## src/rtl/elevator_pkg.sv

```systemverilog
// Shared types and defaults for the elevator car controller.
// State and queue-port op encodings live here so every file agrees on them.
package elevator_pkg;

    localparam int DEF_FLOOR_COUNT = 8;
    localparam int DEF_FLOOR_W     = 3;
    localparam int DEF_DOOR_CYCLES = 16;

    typedef enum logic [2:0] {
        S_IDLE   = 3'd0,
        S_READ   = 3'd1,
        S_DECIDE = 3'd2,
        S_MOVE   = 3'd3,
        S_CLEAR  = 3'd4,
        S_DOOR   = 3'd5
    } state_e;

    // {r_nwr, clear_bit} pairs driven onto the queue port
    typedef enum logic [1:0] {
        OP_WRITE = 2'b00,
        OP_CLEAR = 2'b01,
        OP_READ  = 2'b10
    } qop_e;

endpackage

```

## src/rtl/elevator_scan_select.sv

```systemverilog
// SCAN direction choice from a queue snapshot, the car floor and the current direction.
// Pure combinational; the masks keep the car inside floors 0..FLOOR_COUNT-1.
module elevator_scan_select
    import elevator_pkg::*;
#(
    parameter int FLOOR_COUNT = DEF_FLOOR_COUNT,
    parameter int FLOOR_W     = DEF_FLOOR_W
) (
    input  logic [FLOOR_COUNT-1:0] snap_i,
    input  logic [FLOOR_W-1:0]     floor_i,
    input  logic                   dir_up_i,
    output logic                   here_o,
    output logic                   go_up_o,
    output logic                   go_down_o,
    output logic                   next_dir_o
);

    logic [FLOOR_COUNT-1:0] above_mask;
    logic [FLOOR_COUNT-1:0] below_mask;
    logic                   above;
    logic                   below;

    always_comb begin
        above_mask = '0;
        below_mask = '0;
        for (int i = 0; i < FLOOR_COUNT; i++) begin
            above_mask[i] = FLOOR_W'(i) > floor_i;
            below_mask[i] = FLOOR_W'(i) < floor_i;
        end
    end

    assign here_o = snap_i[floor_i];
    assign above  = |(snap_i & above_mask);
    assign below  = |(snap_i & below_mask);

    // Keep going up while work lies above; only turn when nothing remains ahead
    assign go_up_o   = !here_o && above && (dir_up_i || !below);
    assign go_down_o = !here_o && below && !go_up_o;

    assign next_dir_o = go_up_o ? 1'b1 : (go_down_o ? 1'b0 : dir_up_i);

endmodule

```

## src/rtl/elevator_scheduler.sv

```systemverilog
// Car-level controller: owns the floor queue port, runs SCAN, steps the car
// one floor per tick, clears served floors and times the door.
module elevator_scheduler
    import elevator_pkg::*;
#(
    parameter int FLOOR_COUNT = DEF_FLOOR_COUNT,
    parameter int FLOOR_W     = DEF_FLOOR_W,
    parameter int DOOR_CYCLES = DEF_DOOR_CYCLES
) (
    input  logic                   clk,
    input  logic                   reset,
    input  logic [FLOOR_COUNT-1:0] call_req,
    input  logic [FLOOR_COUNT-1:0] q_rd_data,
    output logic                   q_r_nwr,
    output logic                   q_clear_bit,
    output logic [FLOOR_COUNT-1:0] q_wr_data,
    input  logic                   floor_tick,
    output logic                   motor_up,
    output logic                   motor_down,
    output logic                   door_open,
    output logic [FLOOR_W-1:0]     current_floor,
    output logic                   dir_up,
    output logic                   busy
);

    localparam int CNT_W = $clog2(DOOR_CYCLES + 1);

    state_e                 state_q, state_d;
    logic [FLOOR_W-1:0]     floor_q, floor_d;
    logic                   dir_q, dir_d;
    logic [FLOOR_COUNT-1:0] pending_q, pending_d;
    logic [FLOOR_COUNT-1:0] snap_q, snap_d;
    logic [CNT_W-1:0]       door_cnt_q, door_cnt_d;

    logic                   do_clear;
    logic                   do_write;
    logic                   do_read;
    qop_e                   op;
    logic [FLOOR_COUNT-1:0] clr_mask;

    logic here, go_up, go_down, next_dir;

    elevator_scan_select #(
        .FLOOR_COUNT(FLOOR_COUNT),
        .FLOOR_W    (FLOOR_W)
    ) u_scan (
        .snap_i    (snap_q),
        .floor_i   (floor_q),
        .dir_up_i  (dir_q),
        .here_o    (here),
        .go_up_o   (go_up),
        .go_down_o (go_down),
        .next_dir_o(next_dir)
    );

    // Port arbitration: clear beats a pending write, which beats a read
    assign do_clear = (state_q == S_CLEAR);
    assign do_write = !do_clear && (pending_q != '0);
    assign do_read  = !do_clear && !do_write;
    assign clr_mask = FLOOR_COUNT'(1) << floor_q;

    always_comb begin
        op        = OP_READ;
        q_wr_data = '0;
        if (do_clear) begin
            op        = OP_CLEAR;
            q_wr_data = clr_mask;
        end else if (do_write) begin
            op        = OP_WRITE;
            q_wr_data = pending_q;
        end
    end

    assign {q_r_nwr, q_clear_bit} = op;

    // A call landing in the write cycle survives into the next write
    assign pending_d = do_write ? call_req : (pending_q | call_req);

    always_comb begin
        state_d    = state_q;
        floor_d    = floor_q;
        dir_d      = dir_q;
        snap_d     = snap_q;
        door_cnt_d = door_cnt_q;
        motor_up   = 1'b0;
        motor_down = 1'b0;
        door_open  = 1'b0;
        unique case (state_q)
            S_IDLE: begin
                if (do_write) state_d = S_READ;
            end
            S_READ: begin
                if (do_read) begin
                    snap_d  = q_rd_data;
                    state_d = S_DECIDE;
                end
            end
            S_DECIDE: begin
                dir_d = next_dir;
                if (here) begin
                    state_d = S_CLEAR;
                end else if (go_up || go_down) begin
                    state_d = S_MOVE;
                end else if (do_write) begin
                    // a call written after the snapshot must not be stranded
                    state_d = S_READ;
                end else begin
                    state_d = S_IDLE;
                end
            end
            S_MOVE: begin
                motor_up   = dir_q;
                motor_down = !dir_q;
                if (floor_tick) begin
                    floor_d = dir_q ? floor_q + FLOOR_W'(1)
                                    : floor_q - FLOOR_W'(1);
                    state_d = S_READ;
                end
            end
            S_CLEAR: begin
                door_cnt_d = CNT_W'(DOOR_CYCLES);
                state_d    = S_DOOR;
            end
            S_DOOR: begin
                door_open = 1'b1;
                if (door_cnt_q <= CNT_W'(1)) begin
                    door_cnt_d = '0;
                    state_d    = S_READ;
                end else begin
                    door_cnt_d = door_cnt_q - CNT_W'(1);
                end
            end
            default: state_d = S_IDLE;
        endcase
    end

    always_ff @(posedge clk) begin
        if (reset) begin
            state_q    <= S_IDLE;
            floor_q    <= '0;
            dir_q      <= 1'b1;
            pending_q  <= '0;
            snap_q     <= '0;
            door_cnt_q <= '0;
        end else begin
            state_q    <= state_d;
            floor_q    <= floor_d;
            dir_q      <= dir_d;
            pending_q  <= pending_d;
            snap_q     <= snap_d;
            door_cnt_q <= door_cnt_d;
        end
    end

    assign current_floor = floor_q;
    assign dir_up        = dir_q;
    assign busy          = (state_q != S_IDLE);

endmodule

```

## config.mk

```make
export PLATFORM = sky130hd
export DESIGN_NAME = elevator_scheduler
export DESIGN_NICKNAME = d
export VERILOG_FILES = /design/src/rtl/elevator_pkg.sv /design/src/rtl/elevator_scan_select.sv /design/src/rtl/elevator_scheduler.sv
export SDC_FILE = /design/constraint.sdc
export NUM_CORES = 1
export LEC_CHECK = 0
export BUFFER_PORTS_ARGS = -buffer_cell sky130_fd_sc_hd__buf_2
export CAP_MARGIN = 20
export CORE_UTILIZATION = 30
export DETAILED_ROUTE_END_ITERATION = 8
export PLACE_DENSITY_LB_ADDON = 0.3
export SLEW_MARGIN = 25
export SYNTH_ARGS = -nofsm -noshare
export SYNTH_HDL_FRONTEND = slang
export SYNTH_SLANG_ARGS = --single-unit
```

## constraint.sdc

```tcl
create_clock -name clk -period 3.1 [get_ports clk]
set_input_delay 0.62 -clock clk [delete_from_list [all_inputs] [get_ports clk]]
set_output_delay 0.62 -clock clk [all_outputs]
set_load 0.02 [all_outputs]
```

# Yosys cells after proc, flatten, opt, wreduce, memory -nomap -nowiden
# Index checks and enable logic that the tools add are counted.
# word_totals
regBits	28
inputBits	19
out_inout_bits	18
word_cells	88
# op_classes
addsub	3
magnitude_cmp	18
n_eq_ne	9
shift	1
mux	23
bitwise_logic	3
n_reduce_logical	25
# ops
operator	count
$mux W8	3
$mux W3	6
$pmux W3 S6	1
$and A8 B8 Y8	2
$reduce_or A8 Y1	2
$gt A3 B3 Y1 const A	4
$lt A3 B3 Y1 const A	4
$pmux W5 S2	1
$ne A2 B2 Y1 const B	4
$or A8 B8 Y8	1
$reduce_bool A8 Y1	1
$shl A1 B3 Y8 const A	1
$mux W1	7
$eq A3 B2 Y1 const B	2
$eq A3 B3 Y1 const B	2
$gt A1 B3 Y1 const A	2
$gt A2 B3 Y1 const A	2
$logic_and A1 B1 Y1	6
$logic_not A1 Y1	6
$lt A1 B3 Y1 const A	2
$lt A2 B3 Y1 const A	2
$mux W2	3
$reduce_and A2 Y1	3
$le A5 B1 Y1 const B	1
12 further kinds	14

# Depth between registers and ports, before layout
# logic_depth
depth_word	12
depth_mapped	9
ltp_nobuf	8

# Modules after synthesis
# From an unflattened synthesis, not the netlist that was laid out.
# unflattened
hier_cells	200
hier_area_um2	1605.3
# modules_own_cells
module	n_inst	cells_each	area_each_um2	seq_area_each_um2
elevator_scheduler	1	168	1373.8	560.5
elevator_scan_select	1	32	231.5	0.0

# Worst setup path after synthesis
# Ideal clock, no wire load.
# synth_path
kind	reg-to-output
startpoint	register floor_q[0], in the netlist current_floor[0]
endpoint	output q_wr_data[4]
arrival_ps	1482
path_slack_ps	998
path_stages_with_launch	6
path_buffers	1
cell_sequence	dfxtp_1 -> buf_2 -> inv_1 -> ha_1 -> nand2_1 -> o21ai_0
# synth_via
elab_chain_cells	2
# synth_rtl
element	line	rtl
start, declared	elevator_scheduler.sv:29	logic [FLOOR_W-1:0] floor_q, floor_d;
start signal, assigned	elevator_scheduler.sv:147	floor_q <= floor_d;
$shl A1 B3 Y8	elevator_scheduler.sv:60	assign clr_mask = FLOOR_COUNT'(1) << floor_q;
$mux W8	elevator_scheduler.sv:65	if (do_clear) begin
end, declared	elevator_scheduler.sv:16	output logic [FLOOR_COUNT-1:0] q_wr_data,
# Every way passes these cells.

# Worst setup path in the final report
# layout_path
startpoint	register state_q[1]
endpoint	output q_wr_data[0]
# layout_via
elab_chain_cells	5
# layout_rtl
element	line	rtl
start, declared	elevator_scheduler.sv:28	state_e state_q, state_d;
start signal, assigned	elevator_scheduler.sv:146	state_q <= state_d;
$eq A3 B3 Y1 *	elevator_scheduler.sv:57	assign do_clear = (state_q == S_CLEAR);
$logic_not A1 Y1	elevator_scheduler.sv:58	assign do_write = !do_clear && (pending_q != '0);
$logic_and A1 B1 Y1	elevator_scheduler.sv:58	
$mux W8	elevator_scheduler.sv:68	end else if (do_write) begin
$mux W8 *	elevator_scheduler.sv:65	
# Every way passes the cells marked *; elsewhere a longest branch is shown, timed or not.

==> flow_summary_export.csv <==
group,metric,value,unit
power_and_ir_drop,clockPowerShare,39.0,%
clock_network,cts_tree,"done",
timing,rsz0062_at_grt,"no",
global_route,grt_pass1_vias,1389,
timing,min_period,2.735,ns
setup_path,path_delay_family,"simple AND/OR/NAND/NOR gates",
hold_path,hp-class,"reg2reg",
clock_network,cts-root-buf,"clkbuf_8",
finish,seq_area,560.5,sq um
setup_path,cp.depth,6,
logic_synthesis,synth_top_area_share,34.15,%
finish,multi_input_area,1002,sq um
power_and_ir_drop,power.net_switching,0.1717,mW
power_and_ir_drop,swShare,22.99,%
timing,drv_slew,0,
finish,fillers,561,
route,drc,0,
route,ant_nets,0,
route,wirelength,3.906,mm
placement,gp_congestion,0.8000,
setup_path,cpPeakStageDelay,0.52,ns
power_and_ir_drop,p_int,0.5752,mW
floorplanning,initial_core_util,31.74,%
finish,layout-drive-gt1-share,20.43,%
logic_synthesis,synth-edff-count,0,
logic_synthesis,synthCells,205,
route,vias,1502,
power_and_ir_drop,seqPwrFrac,50.9,%
logic_synthesis,yosysTopAreaCell,"dfxtp_1",
floorplanning,io_pins,37,
finish,nets,264,
setup_path,arrival,2.12,ns
setup_path,crit_buf_inv,2,
logic_synthesis,synth-seq-cells,28,
timing,fin_tns_setup,0,ns
finish,final_common_cell,"buf_2",
power_and_ir_drop,p_per_area,386.6,nW/um^2
clock_network,post-cts-setup-buffers,0,
finish,final_cell_mix,"buf_2, nor2_1, dfxtp_1",
hold_path,min-delay-start,"pending_q[1]$_SDFF_PP0_",
timing,worstMarginPinSlew,0.7251,ns
global_route,antenna_found_initial,0,
setup_path,critical_path.startpoint,"state_q[1]$_SDFFE_PP0P_",
global_route,grt.overflow.total,0,
logic_synthesis,syn_area_per_cell,8.008,sq um
finish,n_antenna_cell,0,
clock_network,cts_hold_buf,0,
setup_path,cp.required,2.48,ns
outcome,outcome,"completed",
placement,pre_cts_ws,0.5943,ns
logic_synthesis,ys_warn_count,0,
timing,setup_viol,0,
global_route,grtUsageTotal,14.11,%
route,vias_per_cell,4.925,
setup_path,reg2reg_depth,6,
logic_synthesis,synth_area_leaders,"dfxtp_1, nor2_1, ha_1",
logic_synthesis,synth-main-ff-cell,"dfxtp_1",
setup_path,worstSetupPathType,"reg2out",
logic_synthesis,yosysUniqueCellTypes,44,
clock_network,clock_latency,0.28,ns
logic_synthesis,synth_fp_nets,233,
logic_synthesis,synth_seq_area_share,34.15,%
placement,port_buffers,36,
setup_path,rr_startpoint,"current_floor[2]$_SDFFE_PP0P_",
setup_path,critPathLaunchType,"flip-flop",
timing,fin_ws,0.3648,ns
setup_path,crit_end,"q_wr_data[0]",
setup_path,r2r-end,"state_q[0]$_SDFFE_PP0P_",
power_and_ir_drop,leakagePower,0.8496,nW
clock_network,cts_buffer_depth,2,
job,maxCapViolCount,0,
global_route,grt_pass1_wl,6.748,mm
floorplanning,fp.dieH,75.97,microns
power_and_ir_drop,peakVddDrop,0.0002145,V
setup_path,end_kind,"output port",
timing,clock_skew,0.008694,ns
finish,area_growth,17.68,%
floorplanning,core,5172,sq um
clock_network,clk_pin_slew_worst_paths,0.09,ns
setup_path,reg2reg_slack,0.87,ns
route,drtIter0Drc,53,
global_route,grt_max_degree,29,
setup_path,path_max_fanout,17,
timing,finalHoldViolCount,0,
clock_network,cts_num_sinks,28,
setup_path,critPathSlowestCell,"dfxtp_1",
placement,hpwl,2.831,mm
floorplanning,fp-row-count,26,
route,dr.pass1.iters,4,
floorplanning,die_w,75.97,microns
timing,relSlewSlack,51.21,%
logic_synthesis,async_flop_share,0,%
timing,fmax,0.3656,GHz
power_and_ir_drop,p_comb_share,10.1,%
logic_synthesis,syn_area,1642,sq um
timing,final.period_utilization,88.23,%
route,wl_per_cell,12.81,microns
clock_network,h-tree-depth,1,
setup_path,crit_chain,"nor2b_1 > nand2b_1 > clkinvlp_4 > nand3_1 > nand2_1 > buf_2",
floorplanning,dieArea,5771,sq um
clock_network,numCtsBuffers,3,
clock_network,cts.repair.resized,0,
==> worst register-to-register path: cells and delay by family (launching register included) <==
kind                   cells  cell delay, ns
AO/OA/AOI/OAI              4            0.83
buffers and inverters      1            0.40
flip-flops                 1            0.66
AND/OR/NAND/NOR            1            0.21
==> power groups by stage <==
stage               clock, mW  combinational, mW  sequential [mW]
floorplan                   0             0.0512            0.385
global placement            0             0.0758            0.388
detailed placement          0             0.0756            0.388
CTS                     0.299             0.0763            0.380
global route            0.317             0.0837            0.382
finish                  0.291             0.0756            0.380
==> routing by layer <==
metal	vias up	routed length, microns	GRT usage, %
met1	696	1937	19.78
met4	0	12	1.731
li1	771	-	-
met3	2	168	3.234
met2	33	1788	22.64
met5	-	0	0
==> stage by stage <==
stage,total power [mW],cell area (sq um),std cells,util (%),hold WS (ns)
after floorplan,0.4358,1642,205,-,0.4735
after detailed placement,0.4638,1857,301,35.90,0.5032
final,0.7469,1932,305,37.35,0.5249
after CTS,0.7553,1928,305,37.28,0.5292
after global placement,0.4640,1857,301,35.90,0.4927
after global routing,0.7826,1932,305,37.35,0.5441
==> layout make-up <==
cell class / instances / share of cell area [%]
tap: 70 / 4.534
clock buffer: 3 / 2.137
timing repair buffer: 36 / 9.326
multi-input combinational: 160 / 51.88
clock inverter: 1 / 1.554
inverter: 7 / 1.554
sequential: 28 / 29.02
==> registers in the layout, summed over array words and instances (netlist names) <==
| signal | cells |
|---|---|
| current_floor | 3 |
| dir_up | 1 |
| door_cnt_q | 5 |
| pending_q | 8 |
| snap_q | 8 |
| state_q | 3 |
==> Yosys cell counts, types with 3 or more instances <==
master	count
mux2i_1	10
nor2_1	34
a21oi_1	22
clkbuf_1	4
o21bai_1	3
nor3_1	4
o21ai_0	10
ha_1	9
buf_2	3
inv_1	5
nor2b_1	5
nand2b_1	5
nand2_1	21
nand3_1	7
dfxtp_1	28
==> worst min path at each step <==
stage                                          to  slack (ns)  depth (start not counted)
after floorplan           pending_q[3]$_SDFF_PP0_        0.47                          2
after global placement    pending_q[1]$_SDFF_PP0_        0.49                          2
after detailed placement  pending_q[7]$_SDFF_PP0_        0.50                          2
after CTS                 pending_q[7]$_SDFF_PP0_        0.53                          2
after global routing      pending_q[5]$_SDFF_PP0_        0.54                          3
final                     pending_q[1]$_SDFF_PP0_        0.52                          2
==> logic make-up after synthesis <==
logic type | share of synthesized area, %
AND/OR/NAND/NOR | 27.59
multiplexers | 7.698
buffers and inverters | 4.801
adder cells (fa/ha/maj) | 6.860
XOR/XNOR | 1.067
flip-flops | 34.15
AO/OA/AOI/OAI | 17.84
Note: power is estimated with default switching activity, not from simulation.
